File: config.mk
export PLATFORM = sky130hd
export DESIGN_NAME = apb_fsm_controller_flat
export DESIGN_NICKNAME = d
export VERILOG_FILES = /design/src/rtl/apb_fsm_controller_pkg.sv /design/src/rtl/apb_fsm_controller_if.sv /design/src/rtl/apb_fsm_controller.sv /design/src/flat_wrapper.sv
export SDC_FILE = /design/constraint.sdc
export NUM_CORES = 1
export LEC_CHECK = 0
export BUFFER_PORTS_ARGS = -buffer_cell sky130_fd_sc_hd__buf_2
export CAP_MARGIN = 20
export CORE_ASPECT_RATIO = 1.4
export CORE_MARGIN = 1.5
export CORE_UTILIZATION = 42
export CTS_CLUSTER_DIAMETER = 60
export CTS_CLUSTER_SIZE = 20
export DETAILED_ROUTE_END_ITERATION = 16
export PLACE_DENSITY_LB_ADDON = 0.08
export SYNTH_ARGS = -nofsm -noshare
export SYNTH_HDL_FRONTEND = slang
export SYNTH_SLANG_ARGS = --single-unit
File: constraint.sdc
create_clock -name Hclk -period 2.4 [get_ports Hclk]
set_input_delay 0.12 -clock Hclk [delete_from_list [all_inputs] [get_ports Hclk]]
set_output_delay 0.12 -clock Hclk [all_outputs]
set_load 0.02 [all_outputs]
File: src/rtl/apb_fsm_controller_pkg.sv
// Shared definitions for the APB-side bridge sequencer: widths, FSM states,
// slave address windows and the one-hot select decoder.
package apb_fsm_controller_pkg;

  localparam int ADDR_W = 32;
  localparam int DATA_W = 32;
  localparam int NSLV   = 3;

  typedef enum logic [2:0] {
    ST_IDLE     = 3'd0,
    ST_WWAIT    = 3'd1,
    ST_READ     = 3'd2,
    ST_WRITE    = 3'd3,
    ST_WRITEP   = 3'd4,
    ST_RENABLE  = 3'd5,
    ST_WENABLE  = 3'd6,
    ST_WENABLEP = 3'd7
  } state_e;

  // What the output registers do on the coming edge; chosen alongside the next state.
  typedef enum logic [2:0] {
    ACT_PARK    = 3'd0,
    ACT_READ    = 3'd1,
    ACT_WRITE_A = 3'd2,
    ACT_WRITE_B = 3'd3,
    ACT_ENABLE  = 3'd4,
    ACT_RESET   = 3'd5
  } act_e;

  localparam logic [ADDR_W-1:0] SLV0_BASE  = 32'h8000_0000;
  localparam logic [ADDR_W-1:0] SLV0_LIMIT = 32'h83FF_FFFF;
  localparam logic [ADDR_W-1:0] SLV1_BASE  = 32'h8400_0000;
  localparam logic [ADDR_W-1:0] SLV1_LIMIT = 32'h87FF_FFFF;
  localparam logic [ADDR_W-1:0] SLV2_BASE  = 32'h8800_0000;
  localparam logic [ADDR_W-1:0] SLV2_LIMIT = 32'h8BFF_FFFF;

  function automatic logic [NSLV-1:0] sel_decode(input logic [ADDR_W-1:0] addr);
    logic [NSLV-1:0] sel;
    if ((addr >= SLV0_BASE) && (addr <= SLV0_LIMIT)) begin
      sel = 3'b001;
    end else if ((addr >= SLV1_BASE) && (addr <= SLV1_LIMIT)) begin
      sel = 3'b010;
    end else if ((addr >= SLV2_BASE) && (addr <= SLV2_LIMIT)) begin
      sel = 3'b100;
    end else begin
      sel = 3'b000;
    end
    return sel;
  endfunction

endpackage

File: src/rtl/apb_fsm_controller_if.sv
// Bus bundle between the AHB slave interface, the APB sequencer and the APB
// slaves. The sequencer uses the master view.
interface apb_fsm_controller_if;
  import apb_fsm_controller_pkg::*;

  logic              valid;
  logic              Hwrite;
  logic              Hwritereg;
  logic [ADDR_W-1:0] Haddr;
  logic [ADDR_W-1:0] Haddr1;
  logic [ADDR_W-1:0] Haddr2;
  logic [DATA_W-1:0] Hwdata;
  logic [DATA_W-1:0] Hwdata1;

  logic [NSLV-1:0]   Pselx;
  logic [ADDR_W-1:0] Paddr;
  logic [DATA_W-1:0] Pwdata;
  logic              Pwrite;
  logic              Penable;
  logic              Hreadyout;

  modport master (
    input  valid, Hwrite, Hwritereg, Haddr, Haddr1, Haddr2, Hwdata, Hwdata1,
    output Pselx, Paddr, Pwdata, Pwrite, Penable, Hreadyout
  );

  modport slave (
    output valid, Hwrite, Hwritereg, Haddr, Haddr1, Haddr2, Hwdata, Hwdata1,
    input  Pselx, Paddr, Pwdata, Pwrite, Penable, Hreadyout
  );

endinterface

File: src/rtl/apb_fsm_controller.sv
// APB-side sequencer of the AHB-to-APB bridge: SETUP->ENABLE phasing with
// pipelined back-to-back writes; Hreadyout stretches AHB during APB SETUP.
module apb_fsm_controller
  import apb_fsm_controller_pkg::*;
(
  input logic                 Hclk,
  input logic                 Hresetn,
  apb_fsm_controller_if.master bus
);

  state_e            state_q, state_d;
  act_e              act_s;
  logic [NSLV-1:0]   pselx_q, pselx_d;
  logic [ADDR_W-1:0] paddr_q, paddr_d;
  logic [DATA_W-1:0] pwdata_q, pwdata_d;
  logic              pwrite_q, pwrite_d;
  logic              penable_q, penable_d;
  logic              hreadyout_q, hreadyout_d;

  // Next state and output-register action.
  always_comb begin
    state_d = state_q;
    act_s   = ACT_PARK;
    case (state_q)
      ST_IDLE, ST_RENABLE, ST_WENABLE: begin
        if (!bus.valid) begin
          state_d = ST_IDLE;
          act_s   = ACT_PARK;
        end else if (bus.Hwrite) begin
          state_d = ST_WWAIT;
          act_s   = ACT_PARK;
        end else begin
          state_d = ST_READ;
          act_s   = ACT_READ;
        end
      end
      ST_WWAIT: begin
        act_s = ACT_WRITE_A;
        if (bus.valid) begin
          state_d = ST_WRITEP;
        end else begin
          state_d = ST_WRITE;
        end
      end
      ST_READ: begin
        state_d = ST_RENABLE;
        act_s   = ACT_ENABLE;
      end
      ST_WRITE: begin
        act_s = ACT_ENABLE;
        if (bus.valid) begin
          state_d = ST_WENABLEP;
        end else begin
          state_d = ST_WENABLE;
        end
      end
      ST_WRITEP: begin
        state_d = ST_WENABLEP;
        act_s   = ACT_ENABLE;
      end
      ST_WENABLEP: begin
        // A pipelined write's address is two cycles old by the time its data lands.
        if (!bus.Hwritereg) begin
          state_d = ST_READ;
          act_s   = ACT_READ;
        end else if (bus.valid) begin
          state_d = ST_WRITEP;
          act_s   = ACT_WRITE_B;
        end else begin
          state_d = ST_WRITE;
          act_s   = ACT_WRITE_B;
        end
      end
      default: begin
        state_d = ST_IDLE;
        act_s   = ACT_RESET;
      end
    endcase
  end

  // Output register next values for the chosen action.
  always_comb begin
    pselx_d     = pselx_q;
    paddr_d     = paddr_q;
    pwdata_d    = pwdata_q;
    pwrite_d    = pwrite_q;
    penable_d   = penable_q;
    hreadyout_d = hreadyout_q;
    case (act_s)
      ACT_PARK: begin
        pselx_d     = {NSLV{1'b0}};
        penable_d   = 1'b0;
        hreadyout_d = 1'b1;
      end
      ACT_READ: begin
        paddr_d     = bus.Haddr;
        pselx_d     = sel_decode(bus.Haddr);
        pwrite_d    = 1'b0;
        penable_d   = 1'b0;
        hreadyout_d = 1'b0;
      end
      ACT_WRITE_A: begin
        paddr_d     = bus.Haddr1;
        pwdata_d    = bus.Hwdata;
        pselx_d     = sel_decode(bus.Haddr1);
        pwrite_d    = 1'b1;
        penable_d   = 1'b0;
        hreadyout_d = 1'b0;
      end
      ACT_WRITE_B: begin
        paddr_d     = bus.Haddr2;
        pwdata_d    = bus.Hwdata1;
        pselx_d     = sel_decode(bus.Haddr2);
        pwrite_d    = 1'b1;
        penable_d   = 1'b0;
        hreadyout_d = 1'b0;
      end
      ACT_ENABLE: begin
        penable_d   = 1'b1;
        hreadyout_d = 1'b1;
      end
      default: begin
        pselx_d     = {NSLV{1'b0}};
        paddr_d     = {ADDR_W{1'b0}};
        pwdata_d    = {DATA_W{1'b0}};
        pwrite_d    = 1'b0;
        penable_d   = 1'b0;
        hreadyout_d = 1'b1;
      end
    endcase
  end

  // State and output registers.
  always_ff @(posedge Hclk or negedge Hresetn) begin
    if (!Hresetn) begin
      state_q     <= ST_IDLE;
      pselx_q     <= {NSLV{1'b0}};
      paddr_q     <= {ADDR_W{1'b0}};
      pwdata_q    <= {DATA_W{1'b0}};
      pwrite_q    <= 1'b0;
      penable_q   <= 1'b0;
      hreadyout_q <= 1'b1;
    end else begin
      state_q     <= state_d;
      pselx_q     <= pselx_d;
      paddr_q     <= paddr_d;
      pwdata_q    <= pwdata_d;
      pwrite_q    <= pwrite_d;
      penable_q   <= penable_d;
      hreadyout_q <= hreadyout_d;
    end
  end

  assign bus.Pselx     = pselx_q;
  assign bus.Paddr     = paddr_q;
  assign bus.Pwdata    = pwdata_q;
  assign bus.Pwrite    = pwrite_q;
  assign bus.Penable   = penable_q;
  assign bus.Hreadyout = hreadyout_q;

endmodule

File: src/flat_wrapper.sv
// flat-port wrapper written by rule: the top's interface ports become plain ports
module apb_fsm_controller_flat import apb_fsm_controller_pkg::*;
  (Hclk, Hresetn, bus_valid, bus_Hwrite, bus_Hwritereg, bus_Haddr, bus_Haddr1, bus_Haddr2, bus_Hwdata, bus_Hwdata1, bus_Pselx, bus_Paddr, bus_Pwdata, bus_Pwrite, bus_Penable, bus_Hreadyout);
  apb_fsm_controller_if bus_i ();
  input logic Hclk;
  input logic Hresetn;
  input wire logic [$bits(bus_i.valid)-1:0] bus_valid;
  input wire logic [$bits(bus_i.Hwrite)-1:0] bus_Hwrite;
  input wire logic [$bits(bus_i.Hwritereg)-1:0] bus_Hwritereg;
  input wire logic [$bits(bus_i.Haddr)-1:0] bus_Haddr;
  input wire logic [$bits(bus_i.Haddr1)-1:0] bus_Haddr1;
  input wire logic [$bits(bus_i.Haddr2)-1:0] bus_Haddr2;
  input wire logic [$bits(bus_i.Hwdata)-1:0] bus_Hwdata;
  input wire logic [$bits(bus_i.Hwdata1)-1:0] bus_Hwdata1;
  output wire logic [$bits(bus_i.Pselx)-1:0] bus_Pselx;
  output wire logic [$bits(bus_i.Paddr)-1:0] bus_Paddr;
  output wire logic [$bits(bus_i.Pwdata)-1:0] bus_Pwdata;
  output wire logic [$bits(bus_i.Pwrite)-1:0] bus_Pwrite;
  output wire logic [$bits(bus_i.Penable)-1:0] bus_Penable;
  output wire logic [$bits(bus_i.Hreadyout)-1:0] bus_Hreadyout;
  assign bus_i.valid = bus_valid;
  assign bus_i.Hwrite = bus_Hwrite;
  assign bus_i.Hwritereg = bus_Hwritereg;
  assign bus_i.Haddr = bus_Haddr;
  assign bus_i.Haddr1 = bus_Haddr1;
  assign bus_i.Haddr2 = bus_Haddr2;
  assign bus_i.Hwdata = bus_Hwdata;
  assign bus_i.Hwdata1 = bus_Hwdata1;
  assign bus_Pselx = bus_i.Pselx;
  assign bus_Paddr = bus_i.Paddr;
  assign bus_Pwdata = bus_i.Pwdata;
  assign bus_Pwrite = bus_i.Pwrite;
  assign bus_Penable = bus_i.Penable;
  assign bus_Hreadyout = bus_i.Hreadyout;
  apb_fsm_controller u_core (.Hclk(Hclk), .Hresetn(Hresetn), .bus(bus_i));
endmodule
==> summary.md <==
| Metric | Value |
|---|---|
| PortBufs | between 200 and 250 |
| GRT overflow | 0 |
| Post-Syn Area | ~3500 sq um |
| Top cell type's share of synthesized area | 0.520 |
| Clock latency on the worst-skew pair | 0.33 ns |
| Crit path required time | around 2.6 ns |
| First-pass GRT wire length | about 16000 um |
| Area growth from synthesis to layout | 43.9% |
| PostCTS Resize Cnt | 0 |
| RSZ-0062 raised after global routing | no |
| Main combinational cell family by area after synthesis | compound AO/OA/AOI/OAI gates |
| Count leader, synth | dfrtp_1 |
| Delay-heaviest family, CP | compound AO/OA/AOI/OAI gates |
| XOR/XNOR Fraction of Synth Area | 0.00253 |
| Post-synthesis compound-gate area fraction | 0.361 |
| Post-Synth Simple-Gate Area | 0.0575 |
| Non-Filler Instances | slightly above 600 |
| Setup crit start kind | register |
| Tmin final | between 1.5 and 2 ns |
| Max-slew violation count | 0 |
| TNS Setup | 0 ns |
| Worst Path Buf+Inv | 1 |
| Setup CP Type | reg2reg |
| Post-route cell area | approximately 5000 sq um |
| Core area | approximately 8000 sq um |
| Syn Nets | roughly 450 |
| Final WS setup | 0.468 ns |
| Synth Warn # | 0 |
| Setup Skew | roughly 0.0046 ns |
| Clock Power Share | 0.190 |
| Critical-path top delay cell | dfrtp_1 |
| Number of global-route vias before repair | ~3400 |
| Ys flop type | dfrtp_1 |
| Cell count after synthesis | 287 |
| Outcome | complete, no violations |
| CP peak stage delay | 0.50 ns |
| Pwr dens | approximately 1400 nW/um^2 |
| DR iter-0 viols | about 200 |
| Setup-failing EPs final | 0 |
| Cell Chain, Critical Path | and4b_1 -> a31o_1 -> or2_1 -> buf_4 -> a221o_1 |
| Hold WC Path Type | in2reg |
| Switching power | approximately 2.8 mW |
| DIE AREA | about 8800 sq um |
| Synth area leaders | dfrtp_1 52%, a22o_1 16%, a221o_1 9.3% |
| Max Freq | around 520 MHz |
| CTS tree | yes |
| Fin Hold WS | approximately 0.012 ns |
| RD Place Congestion | about 0.85 |
| DR vias/cell | 5.54 |
| Asr flop ratio synth | 1.00 |
| P_leak | around 2.8 nW |
| Nets | between 600 and 700 |
| Die height | 110 um |
| Routed Antenna Nets | 0 |
| I/O Pins | approximately 240 |
| Mux cell area share after synthesis | 0 |
| Post-Synth Adder-Cell Area | 0 |
| Number of synthesized flops with an enable pin | 0 |
| Critical Path Sink Type | register |
| DRT Wirelength | 10300 um |
| Initial Util | 0.427 |
| Root Buffer | clkbuf_16 |
| Total track usage | 0.240 |
| Yosys cell types | 38 |
| Final core occ | 0.615 |
| Ranking of synthesized cells by instance count | 72 x dfrtp_1, 63 x a22o_1, 32 x a21o_1, 32 x a221o_1, 12 x clkbuf_1 |
| CTS sink cnt | 73 |
| Placed cell count | ~600 |
| Buffers from clock root to sink, at most | 2 |
| Share of layout cells above drive strength 1 | 0.496 |
| Postcts setup bufs | 0 |
| Tot Pwr | 6.92 mW |
| Synth Area per Inst | between 10 and 15 sq um |
| DIE WIDTH | about 80 um |
| Worst-path clk slew | ~0.060 ns |
| Worst path arrival time | roughly 2.1 ns |
| Least-Margin Pin Slew | 0.902 ns |
| CTS Hold Bufs | 1 |
| Flop pwr share | 0.317 |
| Switching share of power | 0.401 |
| Flops & latches, synth | 73 |
| Dpl cell area | 4680 sq um |
| Period utilization | 0.805 |
| CTS buffer count | 9 |
| Fill cells | 711 |
| Core Rows | 39 |
| Final hold violations | 0 |
| Int Power | 4.14 mW |
| DRC Markers | 0 |
| Total number of vias | 3435 |
| Antenna violations before repair | 0 |
| Largest net degree at the start of global routing | between 70 and 80 |
| Peak VDD IR | about 0.7 mV |
| Combinational Power Share | 0.493 |
| Synth area leader | dfrtp_1 |
| Crit-path max FO | 33 |
| Number of iterations in the first detailed-routing pass | 4 |
| Ant diodes | 0 |
| Number of max-cap violations | 0 |
| Slew headroom | 0.399 |
| Post-DP HPWL | between 7000 and 8000 um |
| Register area share after synthesis | 0.528 |
| Placement Setup Slack | between 0.4 and 0.5 ns |
| WL/cell | 16.6 um |
| Htree depth | 3 |
==> state kept, by name, summed over array words and instances, names as in the netlist <==
signal	flops
u_core.bus.Paddr	32
u_core.bus.Pwrite	1
u_core.bus.Penable	1
u_core.bus.Pwdata	32
u_core.state_q	3
u_core.bus.Pselx	3
u_core.bus.Hreadyout	1
==> worst register-to-register path, stage by stage, from the launching register on <==
cell,delay (ns)
dfrtp_1,0.50
and4b_1,0.27
a31o_1,0.21
or2_1,0.22
buf_4,0.24
a221o_1,0.36
==> worst paths after layout <==
path	startpoint	endpoint	slack (ns)	cells past startpoint
max	u_core.state_q[0]$_DFF_PN0_	u_core.bus.Paddr[13]$_DFFE_PN0N_	0.47	5
max reg2reg	u_core.state_q[0]$_DFF_PN0_	u_core.bus.Paddr[13]$_DFFE_PN0N_	0.47	5
max in group asynchronous	Hresetn	u_core.bus.Pselx[1]$_DFFE_PN0N_	1.35	2
min in group asynchronous	Hresetn	u_core.bus.Paddr[12]$_DFFE_PN0N_	0.47	2
min	bus_Haddr[25]	u_core.bus.Paddr[25]$_DFFE_PN0N_	0.01	2
min reg2reg	u_core.bus.Pwdata[16]$_DFFE_PN0N_	u_core.bus.Pwdata[16]$_DFFE_PN0N_	0.47	1
==> area by class of cell <==
class / instances / area [sq um] / area share
clock buffer: 13 / 250 / 0.0502
clock inverter: 3 / 40.0 / 0.00804
inverter: 5 / 18.8 / 0.00377
multi-input combinational: 182 / 1470 / 0.295
sequential: 73 / 1830 / 0.367
tap: 102 / 128 / 0.0256
timing repair buffer: 242 / 1250 / 0.251
==> power by group through the flow <==
stage          Sequential (mW)  Clock (mW)  Combinational (mW)
2_1_floorplan             2.82           0                1.75
3_5_place_dp              2.21           0                3.44
4_1_cts                   2.19        1.35                3.46
3_3_place_gp              2.20           0                3.36
5_1_grt                   2.27        1.40                3.70
6_report                  2.20        1.31                3.41
==> cell families after synthesis <==
logic type / after synthesis
compound gates: 148
xor+xnor: 1
buf+inv: 32
flops: 73
simple gates: 33
==> per-layer routing <==
metal | part of all wire | global-route usage
met1 | 0.38 | 0.264
met2 | 0.50 | 0.416
met3 | 0.089 | 0.0579
met4 | 0.034 | 0.126
met5 | 0 | 0
==> cells in the final DEF, fill, tap and decap left out, types with 2 or more instances in the layout <==
master	n
nor3_1	2
inv_1	5
nand3_1	3
nor4_1	3
a21o_1	32
clkbuf_16	9
clkinv_2	2
nand2_1	6
nor2_1	3
buf_2	233
a221o_1	32
nand2b_1	2
dfrtp_1	72
a21oi_1	4
o21ai_0	7
a22o_1	63
o211ai_1	2
buf_4	7
clkbuf_1	3
nor2b_1	4
Power figures use the tool's default switching activity.
